File: src/rtl/traffic_light_pkg.sv
// Shared light-code and monitor-state constants for the traffic light FSM and monitor.
package traffic_light_pkg;

  // 2-bit light code driven by traffic_light_fsm
  localparam logic [1:0] LIGHT_RED    = 2'b00;
  localparam logic [1:0] LIGHT_GREEN  = 2'b01;
  localparam logic [1:0] LIGHT_YELLOW = 2'b10;
  localparam logic [1:0] LIGHT_BAD    = 2'b11;

  // Monitor states
  localparam logic [0:0] MON_SYNC  = 1'b0;
  localparam logic [0:0] MON_TRACK = 1'b1;

  // Only legal successor of a colour; the illegal code maps to RED (unused).
  function automatic logic [1:0] light_next(input logic [1:0] code);
    logic [1:0] nxt;
    case (code)
      LIGHT_RED:    nxt = LIGHT_GREEN;
      LIGHT_GREEN:  nxt = LIGHT_YELLOW;
      LIGHT_YELLOW: nxt = LIGHT_RED;
      default:      nxt = LIGHT_RED;
    endcase
    return nxt;
  endfunction

endpackage

File: src/rtl/light_lamp_decode.sv
// Registered light-code to one-hot lamp decoder; illegal code and reset drive red.
module light_lamp_decode
  import traffic_light_pkg::*;
(
  input  logic       clk_i,
  input  logic       rst_i,
  input  logic [1:0] code_i,
  output logic       red_o,
  output logic       yellow_o,
  output logic       green_o
);

  logic red_q, yellow_q, green_q;

  // Decode every cycle regardless of monitor state; anything unknown shows red.
  always_ff @(posedge clk_i) begin
    if (rst_i) begin
      red_q    <= 1'b1;
      yellow_q <= 1'b0;
      green_q  <= 1'b0;
    end else begin
      red_q    <= (code_i == LIGHT_RED) || (code_i == LIGHT_BAD);
      yellow_q <= (code_i == LIGHT_YELLOW);
      green_q  <= (code_i == LIGHT_GREEN);
    end
  end

  assign red_o    = red_q;
  assign yellow_o = yellow_q;
  assign green_o  = green_q;

endmodule

File: src/rtl/traffic_light_monitor.sv
// Traffic light monitor: lamp decode, sequence/encoding/dwell checking and cycle count.
module traffic_light_monitor
  import traffic_light_pkg::*;
#(
  parameter int unsigned RED_MIN    = 4,
  parameter int unsigned GREEN_MIN  = 4,
  parameter int unsigned YELLOW_MIN = 2,
  parameter int unsigned DWELL_W    = 8,
  parameter int unsigned CYC_W      = 16
) (
  input  logic               clk,
  input  logic               reset,
  input  logic [1:0]         light,
  input  logic               err_clr,
  output logic               red_lamp,
  output logic               yellow_lamp,
  output logic               green_lamp,
  output logic               locked,
  output logic               err_seq,
  output logic               err_dwell,
  output logic               err_code,
  output logic               err_any,
  output logic [DWELL_W-1:0] dwell,
  output logic [CYC_W-1:0]   cyc_cnt
);

  logic [0:0]         state_q, state_d;
  logic [1:0]         prev_q, prev_d;
  logic [DWELL_W-1:0] dwell_q, dwell_d;
  logic [CYC_W-1:0]   cyc_q, cyc_d;
  logic               err_seq_q, err_seq_d;
  logic               err_dwell_q, err_dwell_d;
  logic               err_code_q, err_code_d;
  logic               err_any_q, err_any_d;
  logic               ev_seq, ev_dwell, ev_code;
  logic [31:0]        min_prev;

  // Minimum hold for the colour currently being tracked.
  function automatic logic [31:0] min_of(input logic [1:0] code);
    logic [31:0] m;
    case (code)
      LIGHT_RED:    m = RED_MIN;
      LIGHT_GREEN:  m = GREEN_MIN;
      LIGHT_YELLOW: m = YELLOW_MIN;
      default:      m = 32'd0;
    endcase
    return m;
  endfunction

  light_lamp_decode u_lamp (
    .clk_i    (clk),
    .rst_i    (reset),
    .code_i   (light),
    .red_o    (red_lamp),
    .yellow_o (yellow_lamp),
    .green_o  (green_lamp)
  );

  // Checker FSM: SYNC waits for RED to align, TRACK follows colour changes and dwell.
  always_comb begin
    state_d  = state_q;
    prev_d   = prev_q;
    dwell_d  = dwell_q;
    cyc_d    = cyc_q;
    ev_seq   = 1'b0;
    ev_dwell = 1'b0;
    ev_code  = 1'b0;
    min_prev = min_of(prev_q);
    case (state_q)
      MON_SYNC: begin
        dwell_d = '0;
        if (light == LIGHT_BAD) begin
          ev_code = 1'b1;
        end else if (light == LIGHT_RED) begin
          state_d = MON_TRACK;
          prev_d  = LIGHT_RED;
          dwell_d = {{(DWELL_W-1){1'b0}}, 1'b1};
        end
      end
      default: begin
        if (light == LIGHT_BAD) begin
          ev_code = 1'b1;
          state_d = MON_SYNC;
          dwell_d = '0;
        end else if (light == prev_q) begin
          if (dwell_q != {DWELL_W{1'b1}}) dwell_d = dwell_q + 1'b1;
        end else begin
          ev_seq   = (light != light_next(prev_q));
          ev_dwell = (32'(dwell_q) < min_prev);
          prev_d   = light;
          dwell_d  = {{(DWELL_W-1){1'b0}}, 1'b1};
          if (prev_q == LIGHT_YELLOW && light == LIGHT_RED) cyc_d = cyc_q + 1'b1;
        end
      end
    endcase
  end

  // Sticky error flags: a fresh event outranks a coincident clear.
  always_comb begin
    err_seq_d   = ev_seq   | (err_seq_q   & ~err_clr);
    err_dwell_d = ev_dwell | (err_dwell_q & ~err_clr);
    err_code_d  = ev_code  | (err_code_q  & ~err_clr);
    err_any_d   = err_seq_d | err_dwell_d | err_code_d;
  end

  // State, counters and flags; reset returns to SYNC with everything cleared.
  always_ff @(posedge clk) begin
    if (reset) begin
      state_q     <= MON_SYNC;
      prev_q      <= LIGHT_RED;
      dwell_q     <= '0;
      cyc_q       <= '0;
      err_seq_q   <= 1'b0;
      err_dwell_q <= 1'b0;
      err_code_q  <= 1'b0;
      err_any_q   <= 1'b0;
    end else begin
      state_q     <= state_d;
      prev_q      <= prev_d;
      dwell_q     <= dwell_d;
      cyc_q       <= cyc_d;
      err_seq_q   <= err_seq_d;
      err_dwell_q <= err_dwell_d;
      err_code_q  <= err_code_d;
      err_any_q   <= err_any_d;
    end
  end

  assign locked    = (state_q == MON_TRACK);
  assign err_seq   = err_seq_q;
  assign err_dwell = err_dwell_q;
  assign err_code  = err_code_q;
  assign err_any   = err_any_q;
  assign dwell     = dwell_q;
  assign cyc_cnt   = cyc_q;

endmodule
File: config.mk
export PLATFORM = sky130hd
export DESIGN_NAME = traffic_light_monitor
export DESIGN_NICKNAME = d
export VERILOG_FILES = /design/src/rtl/traffic_light_pkg.sv /design/src/rtl/light_lamp_decode.sv /design/src/rtl/traffic_light_monitor.sv
export SDC_FILE = /design/constraint.sdc
export NUM_CORES = 1
export LEC_CHECK = 0
export ABC_CLOCK_PERIOD_IN_PS = 3720
export CAP_MARGIN = 20
export CORE_MARGIN = 2
export CORE_UTILIZATION = 48
export CTS_BUF_LIST = sky130_fd_sc_hd__clkbuf_4
export DETAILED_ROUTE_END_ITERATION = 10
export GPL_TIMING_DRIVEN = 0
export PLACE_DENSITY = 0.79
export REMOVE_ABC_BUFFERS = 1
export SETUP_SLACK_MARGIN = 0.1
export SLEW_MARGIN = 0
export SYNTH_ARGS = -nofsm -noshare
export SYNTH_HDL_FRONTEND = slang
export SYNTH_SLANG_ARGS = --single-unit
File: constraint.sdc
create_clock -name clk -period 3.72 [get_ports clk]
set_clock_uncertainty 0.05 [all_clocks]
set_input_delay 0.372 -clock clk [delete_from_list [all_inputs] [get_ports clk]]
set_output_delay 0.372 -clock clk [all_outputs]
set_load 0.005 [all_outputs]
==> impl_metrics.json <==
{
  "r2r_end": "cyc_cnt[14]$_SDFFE_PP0P_",
  "postPlaceCellArea_um2": 2060,
  "cts.sinks": 34,
  "syn_area_per_cell_um2": 8.76,
  "synth_edf_count": 0,
  "worst_slack_ns": 0.997,
  "cts-resized-gates": 0,
  "cp-start-kind": "primary input",
  "syn_area_um2": 1720,
  "wl_mm": 3.47,
  "final_cell_area_um2": 2140,
  "power_leakage_nw": 0.724,
  "nNetsFinal": 240,
  "synth_ff_type": "dfxtp_1",
  "worstPathRequired_ns": 3.91,
  "syn_to_final_growth_pct": 24.6,
  "hold_start": "err_seq$_SDFF_PP0_",
  "path_cells": "clkdlybuf4s50_1, ha_1, nand2b_1, a2111o_1, nor4_1, mux2_2",
  "critPathMaxStageDelay_ns": 0.59,
  "fp.dieW_um": 63.8,
  "cts_tree": "built",
  "hold_buffers": 0,
  "status": "completed",
  "vias": 1516,
  "power_mw": 0.628,
  "synth_cell_type_count": 44,
  "regToRegSetupSlack_ns": 1.42,
  "hold_depth": 2,
  "dpl.cell_count": 266,
  "grt_pass1_wl_mm": 5.56,
  "tightest_slew_ns": 0.665,
  "ys_seq_elements": 34,
  "reg2reg_from": "prev_q[1]$_SDFFE_PP0P_",
  "clockBufferDepth": 2,
  "grt_usage_pct": 17.0,
  "maxSlewHeadroom_pct": 54.5,
  "syn_inst": 196,
  "drt_iter0_drc": 73,
  "synth-seq-area-share_pct": 39.6,
  "grt_pass1_vias": 1277,
  "instances_no_fill": 275,
  "start_util_pct": 50.7,
  "final_common_cell": "clkdlybuf4s50_1",
  "dp_hpwl_mm": 2.34,
  "firstDrtPassIters": 4,
  "cp_max_fo": 10,
  "holdPathEnd": "err_seq$_SDFF_PP0_",
  "hp-class": "flop to flop",
  "dieArea_um2": 4070,
  "wire_per_inst_um": 12.6,
  "fmax_ghz": 0.367,
  "antenna_found_initial": 0,
  "ant_nets": 0,
  "overflow": 0,
  "n_antenna_cell": 0,
  "grt_max_degree": 32,
  "rsz0062_at_grt": "no",
  "path_clk_slew_ns": 0.10,
  "fin_util_pct": 63.2,
  "fill_cells": 279,
  "place_congestion": 0.798,
  "via_per_inst": 5.51,
  "port_buffers": 36,
  "place_worst_setup_slack_ns": 0.716,
  "final.setup.tns_ns": 0,
  "drc": 0,
  "drive_above_1_share_pct": 6.55,
  "rows": 21,
  "maxSlewViolCount": 0,
  "mostFrequentLayoutCells": "clkdlybuf4s50_1, dfxtp_1, nor2_1",
  "arrival_ns": 2.91,
  "htreeDepth": 2,
  "finalSetupViolCount": 0,
  "numCtsBuffers": 5,
  "cts_root_buf": "clkbuf_4",
  "cpMaxStageDelayCell": "clkdlybuf4s50_1",
  "hold_ws_ns": 0.436,
  "cap_violations": 0,
  "period_share_pct": 73.2,
  "num_io_pins": 37,
  "reg2reg_depth": 4,
  "die_h_um": 63.8,
  "ys_async_sr_fraction_pct": 0,
  "ys_warn_count": 0,
  "cts_setup_buffers": 0,
  "path_class": "primary input to flop",
  "end_kind": "flop",
  "p_per_area_nw_per_um2": 294,
  "fin_crit_ns": 2.72,
  "vdd_drop_max_v": 0.000169,
  "hold_viol": 0,
  "core-area_um2": 3390,
  "insertion_delay_ns": 0.34
}
[worst max-delay path by stage]
stage / startpoint / to / depth (start not counted)
after global placement: light[0] / cyc_cnt[12]$_SDFFE_PP0P_ / 6
after detailed placement: light[0] / cyc_cnt[10]$_SDFFE_PP0P_ / 6
after global routing: light[0] / cyc_cnt[14]$_SDFFE_PP0P_ / 6
final: light[0] / cyc_cnt[14]$_SDFFE_PP0P_ / 6
after floorplan: light[0] / cyc_cnt[12]$_SDFFE_PP0P_ / 5
after CTS: light[0] / cyc_cnt[10]$_SDFFE_PP0P_ / 6
[synthesized netlist by cell type (4+ instances only)]
master / count / area (um^2)
a21oi_1: 15 / 75.1
clkbuf_1: 4 / 15.0
dfxtp_1: 34 / 681
ha_1: 7 / 87.6
inv_1: 7 / 26.3
nand2_1: 11 / 41.3
nand3_1: 9 / 45.0
nor2_1: 19 / 71.3
nor2b_1: 6 / 37.5
o21ai_0: 6 / 30.0
o31ai_1: 7 / 52.6
or4_1: 9 / 67.6
xnor2_1: 4 / 35.0
[area by class of cell]
type,count,area [um^2],share of cell area (%)
Clock buffer,6,45.0,2.10
Clock inverter,2,8.76,0.409
Inverter,8,30.0,1.40
Multi-Input combinational cell,142,931,43.5
Sequential cell,34,681,31.8
Tap cell,46,57.6,2.69
Timing Repair Buffer,37,388,18.1
[report_power, final]
group	internal (mW)	switching [mW]	leakage (nW)
sequential	0.370	0.00596	0.275
combinational	0.0282	0.0261	0.415
clock	0.0782	0.120	0.0331
total	0.477	0.152	0.724
[metal layers]
| metal | track usage [%] | wire, um | vias to the layer above |
|---|---|---|---|
| li1 | - | - | 778 |
| met1 | 21.6 | 1730 | 700 |
| met2 | 27.0 | 1540 | 34 |
| met3 | 5.11 | 162 | 4 |
| met4 | 6.25 | 38 | 0 |
| met5 | 0 | 0 | - |
[kinds of logic (layout without fill, tap and decap cells)]
| group | Yosys count | after routing | share of synthesized area, % |
|---|---|---|---|
| muxes | 5 | 5 | 3.13 |
| buffers and inverters | 20 | 53 | 6.19 |
| AOI/OAI and AO/OA | 45 | 45 | 17.0 |
| adders and majority gates | 7 | 7 | 5.10 |
| xor gates and xnor gates | 8 | 8 | 4.52 |
| and+or+nand+nor | 77 | 77 | 24.4 |
| DFF | 34 | 34 | 39.6 |
[state kept, by name (all words and copies together) (netlist names)]
register and flops:
cyc_cnt 16, err_dwell 1, u_lamp.green_o 1, u_lamp.red_o 1, locked 1, dwell 8
err_any 1, err_seq 1, prev_q 2, u_lamp.yellow_o 1, err_code 1
[worst max-delay path: cells and delay by family]
family          cells  cell delay, ns
buf+inv             1            0.59
fa+ha+maj           1            0.36
mux                 1            0.39
compound gates      1            0.56
simple gates        2            0.65
Power figures use the tool's default switching activity.
